--- config.mk ---
export PLATFORM = sky130hd
export DESIGN_NAME = instruction_fetch
export DESIGN_NICKNAME = d
export VERILOG_FILES = /design/src/rtl/cpu_pkg.sv /design/src/rtl/program_counter.sv /design/src/rtl/instruction_fetch.sv
export SDC_FILE = /design/constraint.sdc
export NUM_CORES = 1
export LEC_CHECK = 0
export BUFFER_PORTS_ARGS = -buffer_cell sky130_fd_sc_hd__buf_4
export CAP_MARGIN = 40
export CORE_MARGIN = 10
export CORE_UTILIZATION = 43
export CTS_BUF_LIST = sky130_fd_sc_hd__clkbuf_8
export DETAILED_ROUTE_END_ITERATION = 8
export GPL_ROUTABILITY_DRIVEN = 0
export PLACE_DENSITY = 0.78
export SLEW_MARGIN = 10
export SYNTH_ARGS = -nofsm -noshare
export SYNTH_HDL_FRONTEND = slang
export SYNTH_HIERARCHICAL = 1
export SYNTH_SLANG_ARGS = --single-unit
--- constraint.sdc ---
create_clock -name clock -period 1.56 [get_ports clock]
set_input_delay 0.234 -clock clock [delete_from_list [all_inputs] [get_ports clock]]
set_output_delay 0.234 -clock clock [all_outputs]
set_load 0.03 [all_outputs]
--- src/rtl/cpu_pkg.sv ---
// rtl/cpu_pkg.sv - shared widths and fetch state encoding for the cpu slice
//   INSTRUCTION_LENGTH : default instruction word width
//   ADDRESS_WIDTH      : default program address width
//   fetch_state_t      : fetch FSM encoding (IDLE=0, FETCH=1, HOLD=2, HALTED=3)
package cpu_pkg;

    localparam int INSTRUCTION_LENGTH = 16;
    localparam int ADDRESS_WIDTH      = 8;

    typedef enum logic [1:0] {
        IDLE   = 2'd0,
        FETCH  = 2'd1,
        HOLD   = 2'd2,
        HALTED = 2'd3
    } fetch_state_t;

endpackage

--- src/rtl/program_counter.sv ---
// rtl/program_counter.sv - program counter register with load and wrapping increment
//   clock, reset_n : rising-edge clock, asynchronous active-low reset (pc -> 0)
//   load           : load load_value into pc (wins over increment)
//   increment      : pc <= pc + 1, modulo 2^ADDRESS_WIDTH
//   load_value     : redirect target
//   pc             : current program counter
module program_counter #(
    parameter int ADDRESS_WIDTH = cpu_pkg::ADDRESS_WIDTH
) (
    input  logic                     clock,
    input  logic                     reset_n,
    input  logic                     load,
    input  logic                     increment,
    input  logic [ADDRESS_WIDTH-1:0] load_value,
    output logic [ADDRESS_WIDTH-1:0] pc
);

    logic [ADDRESS_WIDTH-1:0] pc_q;
    logic [ADDRESS_WIDTH-1:0] pc_d;

    always_comb begin
        pc_d = pc_q;
        if (load) begin
            pc_d = load_value;
        end else if (increment) begin
            // Natural overflow gives the wrap from all-ones back to zero.
            pc_d = pc_q + ADDRESS_WIDTH'(1);
        end
    end

    always_ff @(posedge clock or negedge reset_n) begin
        if (!reset_n) begin
            pc_q <= '0;
        end else begin
            pc_q <= pc_d;
        end
    end

    assign pc = pc_q;

endmodule

--- src/rtl/instruction_fetch.sv ---
// rtl/instruction_fetch.sv - instruction fetch stage: memory request, word hold, redirect and halt
//   clock, reset_n      : rising-edge clock, asynchronous active-low reset
//   mem_req/mem_address : read request to instruction memory (address is pc)
//   mem_ready/mem_rdata : memory data valid / read data
//   instruction(_valid) : registered word presented to instruction_decoder
//   decode_ready        : decoder accepts the held word this cycle
//   redirect(_address)  : jump/branch target load into pc
//   halt                : level-sensitive fetch stop
//   pc                  : address of the word being fetched or held
module instruction_fetch #(
    parameter int INSTRUCTION_LENGTH = cpu_pkg::INSTRUCTION_LENGTH,
    parameter int ADDRESS_WIDTH      = cpu_pkg::ADDRESS_WIDTH
) (
    input  logic                          clock,
    input  logic                          reset_n,
    output logic                          mem_req,
    output logic [ADDRESS_WIDTH-1:0]      mem_address,
    input  logic                          mem_ready,
    input  logic [INSTRUCTION_LENGTH-1:0] mem_rdata,
    output logic [INSTRUCTION_LENGTH-1:0] instruction,
    output logic                          instruction_valid,
    input  logic                          decode_ready,
    input  logic                          redirect,
    input  logic [ADDRESS_WIDTH-1:0]      redirect_address,
    input  logic                          halt,
    output logic [ADDRESS_WIDTH-1:0]      pc
);

    import cpu_pkg::*;

    fetch_state_t                  state_q;
    fetch_state_t                  state_d;
    logic [INSTRUCTION_LENGTH-1:0] instruction_q;
    logic [INSTRUCTION_LENGTH-1:0] instruction_d;
    logic                          instruction_valid_q;
    logic                          instruction_valid_d;
    logic                          pc_load;
    logic                          pc_increment;
    logic [ADDRESS_WIDTH-1:0]      pc_value;

    program_counter #(
        .ADDRESS_WIDTH (ADDRESS_WIDTH)
    ) u_program_counter (
        .clock      (clock),
        .reset_n    (reset_n),
        .load       (pc_load),
        .increment  (pc_increment),
        .load_value (redirect_address),
        .pc         (pc_value)
    );

    always_comb begin
        state_d             = state_q;
        instruction_d       = instruction_q;
        instruction_valid_d = instruction_valid_q;
        pc_load             = 1'b0;
        pc_increment        = 1'b0;

        case (state_q)
            IDLE: begin
                state_d = halt ? HALTED : FETCH;
            end
            FETCH: begin
                // halt is deliberately ignored here: the outstanding read
                // completes and halt is honoured on the way back to FETCH.
                if (mem_ready) begin
                    instruction_d       = mem_rdata;
                    instruction_valid_d = 1'b1;
                    state_d             = HOLD;
                end
            end
            HOLD: begin
                if (decode_ready) begin
                    instruction_valid_d = 1'b0;
                    pc_increment        = 1'b1;
                    state_d             = halt ? HALTED : FETCH;
                end
            end
            HALTED: begin
                if (!halt) begin
                    state_d = FETCH;
                end
            end
            default: begin
                state_d = IDLE;
            end
        endcase

        // A redirect overrides everything above: the returned or held word
        // is dropped and pc takes the target instead of incrementing.
        if (redirect && (state_q != IDLE)) begin
            instruction_d       = instruction_q;
            instruction_valid_d = 1'b0;
            pc_load             = 1'b1;
            pc_increment        = 1'b0;
            state_d             = halt ? HALTED : FETCH;
        end
    end

    always_ff @(posedge clock or negedge reset_n) begin
        if (!reset_n) begin
            state_q             <= IDLE;
            instruction_q       <= '0;
            instruction_valid_q <= 1'b0;
        end else begin
            state_q             <= state_d;
            instruction_q       <= instruction_d;
            instruction_valid_q <= instruction_valid_d;
        end
    end

    // mem_req is decoded from state alone so no input reaches an output
    // combinationally.
    assign mem_req           = (state_q == FETCH);
    assign mem_address       = pc_value;
    assign pc                = pc_value;
    assign instruction       = instruction_q;
    assign instruction_valid = instruction_valid_q;

endmodule

Word level (Yosys, flattened, before mapping):

Cells that the tools add are included.

* add/subtract/negate cells: 1
* equality and inequality tests: 6
* muxes and demuxes: 16
* bitwise gates (word level): 1
* reductions and logical operators: 8

Operators by type and width (number)
* $mux 8: 2
* $mux 2: 5
* $reduce_and 3->1: 3
* $add 8x1->8 const B: 1
* $pmux 2 s4: 1
* $mux 1: 7
* $ne 3x3->1 const B: 2
* $eq 2x2->1 const B: 2
* $reduce_bool 2->1: 2
* $ne 3x1->1 const B: 1
* $reduce_bool 3->1: 1
* $eq 2x1->1 const B: 1
* $logic_not 2->1: 1
* $pmux 1 s2: 1
* $logic_and 1x1->1: 1
* $not 1->1: 1

* flip-flop bits (word level): 27
* output and inout bits: 34
* word-level logic and storage cells: 36

Longest topological paths before layout:

* depth in word-level cells: 5
* depth in mapped cells: 6
* gate-level depth less buffers: 5

Hierarchy:

Netlist, hierarchy kept.

By module, submodules not included
* instruction_fetch: times used 1, cells an instance 58, area each 870.8 sq um, sequential area each 475.5 sq um
* program_counter: times used 1, cells an instance 49, area each 450.4 sq um, sequential area each 200.2 sq um

Least setup slack after synthesis:

Ideal clock, no wire load.

* path type: reg2reg
* from: reg state_q[0]
* to: reg u_program_counter.pc_q[5], in the netlist u_program_counter/pc[5]
* setup time: 0.069 ns
* data arrival time: 1.507 ns
* required time: 1.491 ns
* path slack: -0.016 ns
* cell stages (with the launch flop): 7
* period minus slack after synthesis: 1.576 ns
* cells stage by stage: dfrtp_1 > nor2b_1 > and3b_2 > buf_4 > nand4_4 > or4_1 > nand3_1

* longest elaborated chain between the ends: 4
* elaborated cells between the ends (all ways): 8

RTL lines
* from (decl): RTL line instruction_fetch.sv:31 `fetch_state_t state_q;`
* from (signal assigned): RTL line instruction_fetch.sv:106 `state_q <= state_d;`
* $eq 2x2->1 or $reduce_bool 2->1 (tied branches): RTL line instruction_fetch.sv:59, instruction_fetch.sv:91
* $mux 1 or $logic_and 1x1->1 (tied branches): RTL line instruction_fetch.sv:59, instruction_fetch.sv:91
* $mux 1 *: RTL line instruction_fetch.sv:91 `if (redirect && (state_q != IDLE)) begin`
* via pc_increment: RTL line instruction_fetch.sv:38 `logic pc_increment;`
* $reduce_bool 2->1 (no source line) *
* to (signal assigned): RTL line program_counter.sv:35 `pc_q <= pc_d;`
* to (decl): RTL line program_counter.sv:18 `logic [ADDRESS_WIDTH-1:0] pc_q;`

Mark *: on every way through the listed nets, which the timed path passes. The rest lies on a longest branch.
A chain may end at the register's enable or synchronous reset.

Worst setup path in the final report:

* from: reg state_q[0]
* to: reg u_program_counter.pc_q[7], in the netlist u_program_counter/pc[7]

Same word-level chain as after synthesis.

==> results_dict.tcl <==
set metrics [dict create \
    status "finished with violations" \
    violations "negative setup slack" \
    drtPass1Iterations 4 \
    grt_max_degree 28 \
    slew_violations 0 \
    rsz0062_at_grt "yes" \
    maxCapViolations 0 \
    endpoint_kind "flip-flop" \
    antennaDiodeCount 0 \
    syn_area_mm2 0.00132 \
    grt_pass1_wl_um 5000 \
    antenna_found_initial 0 \
    die_height_um 75.4 \
    grtUsageTotal_pct 11.3 \
    syn_nets 138 \
    drtAntennaViolNets 0 \
    dp_hpwl_um 2660 \
    total_leakage_power_nw 0.911 \
    cts_tree "done" \
    cts-root-buf "clkbuf_8" \
    clock_path_buffers 2 \
    nNetsFinal 204 \
    fp.dieArea_mm2 0.00569 \
    cp.arrival_ns 1.78 \
    final_common_cell "buf_4" \
    max_freq_mhz 634 \
    power.density_mw_per_mm2 1240 \
    setup_ws_ns -0.0164 \
    yosysWarnings 6 \
    min_path_type "input pin to flip-flop" \
    die_w_um 75.4 \
    finalHoldViolCount 0 \
    synth_top_area_share_pct 51.1 \
    path_class "flip-flop to flip-flop" \
    timing.slew.headroom_pct 75.9 \
    finalCritPeriodShare_pct 101 \
    vias_per_cell 5.07 \
    portBuffers 63 \
    cts_sinks 27 \
    required_ns 1.76 \
    via_count 1040 \
    tightest_slew_ns 0.356 \
    finClkSkew_ns 0.00413 \
    syn_avg_cell_area_um2 12.3 \
    overflow 0 \
    first_iter_violations 27 \
    route.detailed.drc 0 \
    clkTransAtPathRegs_ns 0.09 \
    num-fill-cells 245 \
    utilization_pct 62.6 \
    wl_um 3390 \
    r2r-start "state_q[0]$_DFFE_PN0P_" \
    finalSetupViolations 2 \
    initial_core_util_pct 44.0 \
    rows 20 \
    crit_path_start "state_q[0]$_DFFE_PN0P_" \
    ir_drop_mv 0.732 \
    layout_common_cells "buf_4, dfrtp_1, nand2_1, mux2_4, mux2_2" \
    synth_top_cell_by_area "dfrtp_1" \
    post-route-min-period_ns 1.58 \
    cts_made_buffers 3 \
    regArea_um2 676 \
    drive_gt1_share_pct 57.0 \
    multi_input_area_um2 547 \
    ys_types 27 \
    clk_latency_ns 0.26 \
    core_mm2 0.00300 \
    ys_seq_elements 27 \
    routedWlPerCell_um 16.6 \
    seq_area_frac_synth_pct 51.1 \
    holdWs_ns 0.176 \
    area_delta_synth_final_pct 42.2 \
    syn_inst 107 \
    hp-start "redirect_address[2]" \
    fin_setup_tns_ns -0.0224 \
    io_pins 64 \
    grt_pass1_vias 1107 \
    crit_fanout 5 \
    yosys-top-cells-area "dfrtp_1, mux2_4, mux2_2" \
    start_kind "flip-flop" \
    htree_num_levels 1 \
]
[kinds of logic after synthesis]
| family | Yosys count | share of synthesized area [%] |
|---|---|---|
| multiplexers | 17 | 16.7 |
| adder cells (fa/ha/maj) | 1 | 0.947 |
| AO/OA/AOI/OAI | 10 | 4.07 |
| flip-flops | 27 | 51.1 |
| XOR/XNOR | 4 | 2.65 |
| buffers and inverters | 13 | 8.05 |
| AND/OR/NAND/NOR | 35 | 16.5 |
[report_power, final]
| group | total, W | leakage [nW] | internal, W | switching (W) |
|---|---|---|---|---|
| Sequential | 0.000961 | 0.321 | 0.000849 | 0.000113 |
| Clock | 0.000377 | 0.0269 | 0.000176 | 0.000201 |
| Combinational | 0.00100 | 0.563 | 0.000445 | 0.000555 |
[sequential cells by signal (all words and copies together) (netlist names)]
name and cells:
instruction_valid 1, u_program_counter/pc 8, state_q 2, instruction 16
[cell usage after synthesis, drive strengths merged]
| master | number |
|---|---|
| nor3b | 2 |
| ha | 1 |
| buf | 11 |
| and3b | 1 |
| nor4b | 1 |
| dfrtp | 27 |
| nand3 | 5 |
| mux2i | 1 |
| nand2b | 1 |
| nand4 | 3 |
| nand2 | 10 |
| o21ai | 9 |
| or4 | 3 |
| a211o | 1 |
| clkbuf | 2 |
| mux2 | 16 |
| nor2b | 6 |
| xnor2 | 1 |
| xor2 | 3 |
| nor2 | 2 |
| or3b | 1 |
[metrics by stage]
| stage | area, um^2 | worst slack, ns | power, W | cells |
|---|---|---|---|---|
| 6_report | 1880 | -0.0164 | 0.00234 | 205 |
| 3_5_place_dp | 1780 | 0.0140 | 0.00198 | 195 |
| 4_1_cts | 1850 | 0.000604 | 0.00237 | 202 |
| 2_1_floorplan | 1330 | 0.0275 | 0.00158 | 107 |
| 3_3_place_gp | 1780 | 0.0733 | 0.00195 | 195 |
| 5_1_grt | 1880 | -0.0512 | 0.00246 | 205 |
[path summary, 6_finish.rpt]
kind	endpoint	slack, ns	cells after the start
setup / recovery	u_program_counter/pc[7]$_DFFE_PN0P_	-0.02	5
hold / removal	u_program_counter/pc[2]$_DFFE_PN0P_	0.18	3
setup reg to reg	u_program_counter/pc[7]$_DFFE_PN0P_	-0.02	5
hold reg to reg	instruction[14]$_DFFE_PN0P_	0.52	1
max in group asynchronous	u_program_counter/pc[7]$_DFFE_PN0P_	0.88	2
min in group asynchronous	u_program_counter/pc[1]$_DFFE_PN0P_	0.42	2
[per-layer routing]
layer	GRT usage, %	up-vias	wire (um)
met3	5.86	2	419
met1	11.5	500	1310
met4	2.68	0	13
met2	20.0	45	1650
met5	0	-	0
li1	-	493	-
[repair_timing]
item / 4_1_cts / 5_1_grt
resized for setup: 0 / 2
setup endpoints to repair: 2 / 4
buffers inserted: 2 / 3
gates cloned: 0 / 0
endpoints found under the hold margin: 27 / 0
pin swaps: 0 / 2
hold buffers: 1 / 0
[cell type report]
type / count / share of cell area (%)
multi-input cells: 67 / 29.1
clock buffers: 3 / 2.20
repair buffers: 74 / 30.4
clock inverters: 1 / 0.200
flip-flops and latches: 27 / 36.0
well taps: 33 / 2.20
[worst max-delay path: stages (launching register included)]
cell     delay [ns]
dfrtp_1        0.41
nor2b_1        0.16
and3b_2        0.28
nand4_4        0.14
or4_1          0.43
nand3_1        0.10
No activity file was read; power rests on OpenSTA's default activity.
